--- config.mk ---
export PLATFORM = sky130hd
export DESIGN_NAME = fp_add_requester
export DESIGN_NICKNAME = d
export VERILOG_FILES = /design/src/rtl/fp_add_requester.sv
export SDC_FILE = /design/constraint.sdc
export NUM_CORES = 1
export LEC_CHECK = 0
export BUFFER_PORTS_ARGS = -buffer_cell sky130_fd_sc_hd__buf_2
export CAP_MARGIN = 20
export CORE_ASPECT_RATIO = 1.4
export CORE_MARGIN = 4
export CORE_UTILIZATION = 42
export DETAILED_ROUTE_END_ITERATION = 12
export PLACE_DENSITY = 0.7
export SYNTH_ARGS = -nofsm -noshare
export SYNTH_HDL_FRONTEND = slang
export SYNTH_SLANG_ARGS = --single-unit
--- constraint.sdc ---
create_clock -name clk -period 3.95 [get_ports clk]
set_clock_uncertainty 0.05 [all_clocks]
set_input_delay 0.5925 -clock clk [delete_from_list [all_inputs] [get_ports clk]]
set_output_delay 0.5925 -clock clk [all_outputs]
set_load 0.02 [all_outputs]
--- src/rtl/fp_add_requester.sv ---
// Request queue and sequencer for a shared single-precision adder: buffers operand pairs,
// issues them one at a time, waits for completion or timeout, and holds the response.
module fp_add_requester #(
    parameter int DEPTH   = 4,
    parameter int TIMEOUT = 64
) (
    input  logic        clk,
    input  logic        n_rst,
    input  logic        req_valid,
    output logic        req_ready,
    input  logic [31:0] req_op1,
    input  logic [31:0] req_op2,
    input  logic        req_sub,
    output logic [31:0] op1,
    output logic [31:0] op2,
    output logic        add_start,
    input  logic        add_busy,
    input  logic        add_done,
    input  logic [31:0] add_result,
    output logic        add_serv,
    output logic        rsp_valid,
    input  logic        rsp_ready,
    output logic [31:0] rsp_result,
    output logic        rsp_timeout
);

    localparam int AW = $clog2(DEPTH);
    localparam int CW = $clog2(TIMEOUT + 1);

    typedef enum logic [1:0] {
        IDLE  = 2'd0,
        START = 2'd1,
        WAIT  = 2'd2,
        SERV  = 2'd3
    } state_t;

    // Negative zero is folded onto positive zero so consumers see a single zero encoding.
    function automatic logic [31:0] canon_zero(input logic [31:0] value);
        if (value == 32'h8000_0000) begin
            return 32'h0000_0000;
        end else begin
            return value;
        end
    endfunction

    state_t          state_r;
    state_t          next_state_s;
    logic [63:0]     mem_r [DEPTH];
    logic [AW-1:0]   wr_ptr_r;
    logic [AW-1:0]   rd_ptr_r;
    logic [AW:0]     count_r;
    logic [AW:0]     count_next_s;
    logic            ready_r;
    logic            push_s;
    logic            pop_s;
    logic            done_s;
    logic            expire_s;
    logic            rsp_free_s;
    logic [CW-1:0]   cnt_r;
    logic [31:0]     result_r;
    logic            tmo_r;
    logic [31:0]     op1_r;
    logic [31:0]     op2_r;
    logic            add_start_r;
    logic            add_serv_r;
    logic            rsp_valid_r;
    logic [31:0]     rsp_result_r;
    logic            rsp_timeout_r;

    assign req_ready   = ready_r;
    assign op1         = op1_r;
    assign op2         = op2_r;
    assign add_start   = add_start_r;
    assign add_serv    = add_serv_r;
    assign rsp_valid   = rsp_valid_r;
    assign rsp_result  = rsp_result_r;
    assign rsp_timeout = rsp_timeout_r;

    // Next-state decode, FIFO handshakes and completion events.
    always_comb begin
        next_state_s = state_r;
        pop_s        = 1'b0;
        done_s       = 1'b0;
        expire_s     = 1'b0;
        push_s       = req_valid && ready_r;
        // The response slot counts as free in the cycle it is being accepted.
        rsp_free_s   = !rsp_valid_r || rsp_ready;
        case (state_r)
            IDLE: begin
                if ((count_r != '0) && !add_busy && rsp_free_s) begin
                    next_state_s = START;
                    pop_s        = 1'b1;
                end else begin
                    next_state_s = IDLE;
                end
            end
            START: next_state_s = WAIT;
            WAIT: begin
                if (add_done) begin
                    next_state_s = SERV;
                    done_s       = 1'b1;
                end else if (cnt_r == CW'(TIMEOUT - 1)) begin
                    next_state_s = SERV;
                    expire_s     = 1'b1;
                end else begin
                    next_state_s = WAIT;
                end
            end
            SERV:    next_state_s = IDLE;
            default: next_state_s = IDLE;
        endcase
        case ({push_s, pop_s})
            2'b10:   count_next_s = count_r + (AW+1)'(1);
            2'b01:   count_next_s = count_r - (AW+1)'(1);
            default: count_next_s = count_r;
        endcase
    end

    // FSM state register.
    always_ff @(posedge clk or negedge n_rst) begin
        if (!n_rst) begin
            state_r <= IDLE;
        end else begin
            state_r <= next_state_s;
        end
    end

    // Request FIFO: sign of operand B is flipped on entry for subtraction.
    always_ff @(posedge clk or negedge n_rst) begin
        if (!n_rst) begin
            for (int i = 0; i < DEPTH; i++) begin
                mem_r[i] <= 64'd0;
            end
            wr_ptr_r <= '0;
            rd_ptr_r <= '0;
            count_r  <= '0;
            ready_r  <= 1'b1;
        end else begin
            if (push_s) begin
                mem_r[wr_ptr_r] <= {req_op1, req_op2[31] ^ req_sub, req_op2[30:0]};
                wr_ptr_r        <= wr_ptr_r + AW'(1);
            end
            if (pop_s) begin
                rd_ptr_r <= rd_ptr_r + AW'(1);
            end
            count_r <= count_next_s;
            ready_r <= (count_next_s != (AW+1)'(DEPTH));
        end
    end

    // Operand hold, timeout counter, result capture and adder strobes.
    always_ff @(posedge clk or negedge n_rst) begin
        if (!n_rst) begin
            op1_r       <= 32'd0;
            op2_r       <= 32'd0;
            cnt_r       <= '0;
            result_r    <= 32'd0;
            tmo_r       <= 1'b0;
            add_start_r <= 1'b0;
            add_serv_r  <= 1'b0;
        end else begin
            if (pop_s) begin
                {op1_r, op2_r} <= mem_r[rd_ptr_r];
            end
            if (state_r == START) begin
                cnt_r <= '0;
            end else if (state_r == WAIT) begin
                cnt_r <= cnt_r + CW'(1);
            end
            if (done_s) begin
                result_r <= canon_zero(add_result);
                tmo_r    <= 1'b0;
            end else if (expire_s) begin
                result_r <= 32'd0;
                tmo_r    <= 1'b1;
            end
            add_start_r <= (next_state_s == START);
            add_serv_r  <= (next_state_s == SERV);
        end
    end

    // Response register: loaded on leaving SERV, released by the downstream handshake.
    always_ff @(posedge clk or negedge n_rst) begin
        if (!n_rst) begin
            rsp_valid_r   <= 1'b0;
            rsp_result_r  <= 32'd0;
            rsp_timeout_r <= 1'b0;
        end else if (state_r == SERV) begin
            rsp_valid_r   <= 1'b1;
            rsp_result_r  <= result_r;
            rsp_timeout_r <= tmo_r;
        end else if (rsp_valid_r && rsp_ready) begin
            rsp_valid_r   <= 1'b0;
        end
    end

endmodule

== After elaboration in Yosys (flattened, before gate mapping) ==
Cells that the tools add are included.

* Output and inout bits: 101
* Register bits after elaboration: 406
* Word-level logic and storage cells: 80

* Equal/unequal tests: 10
* Muxes and demuxes: 27
* Bitwise gates (word level): 3
* Reductions and logical operators: 13
* $add $sub $neg: 5
* Magnitude comparators: 3

{| class="wikitable"
|+ Operators with widths
! operator !! number
|-
| $bwmux 256 || 1
|-
| $mux 64 || 3
|-
| $bmux 64 s2 || 1
|-
| $demux 64 s2 || 1
|-
| $mux 32 || 3
|-
| $eq 32x32->1 const B || 1
|-
| $mux 1 || 14
|-
| $mux 7 || 2
|-
| $eq 2x2->1 const B || 4
|-
| $pmux 2 s4 || 1
|-
| $add 7x1->7 const B || 1
|-
| $eq 7x6->1 const B || 1
|-
| $eq 2x1->1 const B || 3
|-
| $ge 3x3->1 const B || 2
|-
| $not 2->3 || 2
|-
| $pmux 3 s2 || 1
|-
| $reduce_bool 2->1 || 3
|-
| $logic_and 1x1->1 || 5
|-
| $add 2x1->2 const B || 2
|-
| $add 3x1->3 const B || 1
|-
| $lt 3x1->1 const B || 1
|-
| $ne 3x3->1 const B || 1
|-
| $reduce_bool 3->1 || 1
|-
| $sub 3x1->3 const B || 1
|-
| other kinds (4) || 5
|}

== Longest topological paths before layout ==
* Depth after elaboration: 8
* Gate-level depth with buffers: 12
* Depth with buffers taken out: 10

== Least setup slack after synthesis ==
Ideal clock, no wire load.

* Path type: input-to-reg
* From: input port rsp_ready
* To: register ready_r (netlist: req_ready)
* Path slack: 1.450 ns
* Required time: 3.818 ns
* Arrival: 2.368 ns
* Buffers on the path: 2
* Stages on the path: 11
* Cells stage by stage: nor2b_1 > nor4b_4 > buf_4 > buf_6 > ha_1 > inv_1 > fa_1 > xor2_1 > nor2_1 > xor2_1 > nand2_1

* Cells in the longest elaborated chain, start to end: 7
* Elaborated cells on any way between the ends: 8
* Those cells by class: 3 x eq/ne; 3 x mux; 2 x reduce/logical

{| class="wikitable"
|+ Ends and longest elaborated chain
! item !! line !! source
|-
| from (decl) || 22 || <nowiki>input logic rsp_ready,</nowiki>
|-
| $logic_or 1x1->1 (*) || 87 || <nowiki>rsp_free_s = !rsp_valid_r || rsp_ready;</nowiki>
|-
| $logic_and 1x1->1 (*) || 90 || <nowiki>if ((count_r != '0) && !add_busy && rsp_free_s) begin</nowiki>
|-
| $mux 1 (*) || 90 ||
|-
| $mux 1 (*) || 88 || <nowiki>case (state_r)</nowiki>
|-
| via pop_s || 55 || <nowiki>logic pop_s;</nowiki>
|-
| $eq 2x1->1 or $eq 2x2->1 (tied branches) || 112 || <nowiki>case ({push_s, pop_s})</nowiki>
|-
| $pmux 3 s2 (*) || 112 ||
|-
| via count_next_s[2] || 52 || <nowiki>logic [AW:0] count_next_s;</nowiki>
|-
| $ne 3x3->1 (*) || 147 || <nowiki>ready_r <= (count_next_s != (AW+1)'(DEPTH));</nowiki>
|-
| to (signal assigned) || 147 ||
|-
| to (decl) || 53 || <nowiki>logic ready_r;</nowiki>
|}

Mark *: on every way through the listed nets, which the timed path passes. The rest lies on a longest branch.
A chain may end at the register's enable or synchronous reset.

== Worst setup path after layout ==
* From: register state_r[0]
* To: register ready_r (netlist: req_ready)

* Cells in the longest elaborated chain, start to end: 5
* Elaborated cells on any way between the ends: 6
* Those cells by class: 3 x eq/ne; 2 x mux; 1 x reduce/logical

{| class="wikitable"
|+ Ends and longest elaborated chain
! item !! line !! source
|-
| from (decl) || 46 || <nowiki>state_t state_r;</nowiki>
|-
| from (signal assigned) || 124 || <nowiki>state_r <= next_state_s;</nowiki>
|-
| $logic_not 2->1 (*) || 88 ||
|-
| $mux 1 (*) || 88 ||
|-
| $eq 2x1->1 or $eq 2x2->1 (tied branches) || 112 ||
|-
| $pmux 3 s2 (*) || 112 ||
|-
| via count_next_s[2] || 52 ||
|-
| $ne 3x3->1 (*) || 147 ||
|}

Marks and branches as above.

==> flow_summary.yaml <==
cts:
  cts.path.max_buffers: 3
  htree_levels: 2
  root_buffer: "clkbuf_16"
  tritoncts: "built"
  hold_buffers: 0
  numCtsBuffers: 41
  cts.repair.resized: 0
  cts_setup_buffers: 0
  insertion_delay_ns: 0.53
  clkTransAtPathRegs_ns: 0.06
  cts_sinks: 406
floorplan:
  die_h_um: 245
  core_area_um2: 39500
  rows: 86
  dieArea_um2: 43300
  start_util_pct: 42.5
  ios: 204
  die_w_um: 177
final_layout:
  layout_commonest_cell: "dfrtp_1"
  drive_gt1_share_pct: 57.4
  stdcell_area_um2: 19900
  fin_nets: 1326
  layout_common_cells: "dfrtp_1 (403), mux2_2 (350), buf_2 (202)"
  syn_to_final_growth_pct: 18.2
  fillCellCount: 3347
power_and_ir_drop:
  p_sw_share_pct: 31.0
  power_frac_seq_pct: 41.7
  p_leak_nw: 8.86
  pwr-share-clk_pct: 22.1
  power_frac_comb_pct: 36.3
  power.internal_w: 0.0123
  power.density_nw_per_um2: 895
  power_w: 0.0178
  net-switching-power_w: 0.00551
  max-vdd-ir-drop_mv: 0.445
placement:
  port_buffers: 203
  post-place-ws_ns: 1.44
  place_area_um2: 18500
  dpl.hpwl_um: 22300
  routabilityCongestion: 0.723
setup_path:
  path_max_fanout: 3
  cpMaxStageDelayCell: "dfrtp_1"
  path_buf_inv: 2
  slowest_delay_ns: 0.40
  critPathTopFamily: "adder cells"
  crit_path_start: "state_r[0]$_DFF_PN0_"
  path_cells: "inv_1 -> ha_1 -> nor4b_4 -> ha_1 -> inv_1 -> fa_1 -> xor2_1 -> nor2_1 -> xor2_1 -> nand2_1"
  path_class: "reg -> reg"
  cp-end-kind: "flop"
  crit_path_start_kind: "flop"
  timing.rr.start: "state_r[0]$_DFF_PN0_"
  critPathArrivalTime_ns: 2.76
  critPathRequiredTime_ns: 4.35
routing:
  ant_nets: 0
  wl_um: 35600
  vias: 9325
  drt_iter0_drc: 410
  avgRoutedWirePerCell_um: 20.1
  drc: 0
  dr.pass1.iters: 4
  vias_per_cell: 5.27
job:
  max_cap_viol_count: 0
sta:
  setup_ws_ns: 1.59
  finalHoldViolations: 0
  report.final.slew_viol_count: 0
  hold_ws_ns: 0.0804
  fmax_mhz: 424
  finalSetupViolCount: 0
  min_period_over_period_pct: 59.8
  tns_ns: 0
  fin_crit_ns: 2.36
  rsz0062_at_grt: "no"
  slew_headroom_pct: 30.4
  worstMarginPinSlew_ns: 1.04
yosys:
  syn_area_um2: 16800
  synthDistinctLibCells: 39
  synth_cells: 1007
  syn-mean-instance-area_um2: 16.7
  syn_nets: 1121
  yosysWarnings: 0
  ys_seq_area_share_pct: 60.5
  yosys_register_bits: 406
global_route:
  grt_pass1_wl_um: 58400
  grt_usage_pct: 16.9
  grt.overflow.total: 0
  first_global_vias: 10500
  grt_max_degree: 127
  grt_antenna_before_repair: 6
status:
  outcome: "finished clean"
hold_path:
  hold_class: "in -> async"
## layout make-up
| type | count | area, um2 | share of cell area [%] |
|---|---|---|---|
| clock buffer | 56 | 1180 | 5.97 |
| antenna | 2 | 5.00 | 0.0252 |
| inverter | 10 | 37.5 | 0.189 |
| multi-input combinational | 530 | 6320 | 31.8 |
| clock inverter | 15 | 186 | 0.939 |
| sequential | 406 | 10200 | 51.2 |
| timing repair buffer | 223 | 1300 | 6.53 |
| tap | 528 | 661 | 3.33 |
## stage by stage
step                      instances  utilization [%]
final                          1770             50.3
after global routing           1768             50.3
after CTS                      1767             50.2
after detailed placement       1696             46.7
after global placement         1696             46.7
after floorplan                1007                -
## worst paths after layout
path,endpoint,slack (ns),cells past startpoint
setup reg to reg,req_ready$_DFF_PN1_,1.59,10
hold / removal,rsp_result[8]$_DFFE_PN0P_,0.08,1
hold reg to reg,result_r[31]$_DFFE_PN0P_,0.42,2
min in group clk,result_r[15]$_DFFE_PN0P_,0.27,2
setup / recovery,req_ready$_DFF_PN1_,1.59,10
max in group asynchronous,mem_r[29]$_DFFE_PN0P_,2.65,2
## cell usage after synthesis
cell,number,share of area [%]
mux2_2,350,23
nor4_1,7,0.26
nand2_1,13,0.29
xnor2_1,5,0.26
nor3_1,1,0.030
nand2b_1,2,0.074
nand3b_1,1,0.045
buf_4,1,0.045
clkbuf_1,13,0.29
nor4b_4,1,0.14
nor3_2,1,0.060
a41oi_2,1,0.097
mux2i_1,1,0.060
and4_1,1,0.052
fa_1,1,0.12
dfstp_2,1,0.16
a22o_1,31,1.6
o31ai_1,1,0.045
dfrtp_1,405,60
ha_1,10,0.74
o211ai_1,1,0.045
o2bb2ai_1,1,0.052
inv_1,10,0.22
and2_1,3,0.11
nand3_1,5,0.15
a41o_1,1,0.060
or2_2,1,0.037
buf_1,3,0.067
a21oi_1,4,0.12
nor2_1,3,0.067
mux4_2,64,8.6
nor4b_1,1,0.052
xor2_1,4,0.21
o21bai_1,1,0.045
nor2b_1,2,0.074
o21ai_0,9,0.27
buf_2,37,1.1
nand4_1,3,0.11
buf_6,7,0.47
## kinds of logic (layout without fill, tap and decap cells)
group | Yosys count | count (layout) | share of synthesized area (%)
simple gates | 45 | 45 | 1.56
flops | 406 | 406 | 60.5
other cells | 0 | 2 | 0
fa+ha+maj | 11 | 11 | 0.864
compound gates | 50 | 50 | 2.35
xor+xnor | 9 | 9 | 0.469
buf+inv | 71 | 304 | 2.20
mux | 415 | 415 | 32.1
## flip-flops by register name, indices dropped and copies added (netlist names), 3 cells and up
name and cells:
cnt_r 7, op1 32, op2 32, result_r 32
count_r 3, mem_r 256, rsp_result 32
## power by group through the flow
stage / registers (W) / clock network (W) / logic, W
2_1_floorplan: 0.00767 / 0 / 0.00447
3_3_place_gp: 0.00749 / 0 / 0.00627
3_5_place_dp: 0.00762 / 0 / 0.00643
4_1_cts: 0.00755 / 0.00406 / 0.00646
5_1_grt: 0.00768 / 0.00423 / 0.00702
6_report: 0.00741 / 0.00392 / 0.00645
## per-layer routing
| metal | global-route usage (%) | wire length (um) | part of all wire (%) |
|---|---|---|---|
| met1 | 20.8 | 14400 | 40 |
| met4 | 4.08 | 685 | 1.9 |
| met3 | 4.13 | 2040 | 5.7 |
| met5 | 0 | 60 | 0.17 |
| met2 | 30.0 | 18400 | 52 |
(Power assumes the default switching activity.)
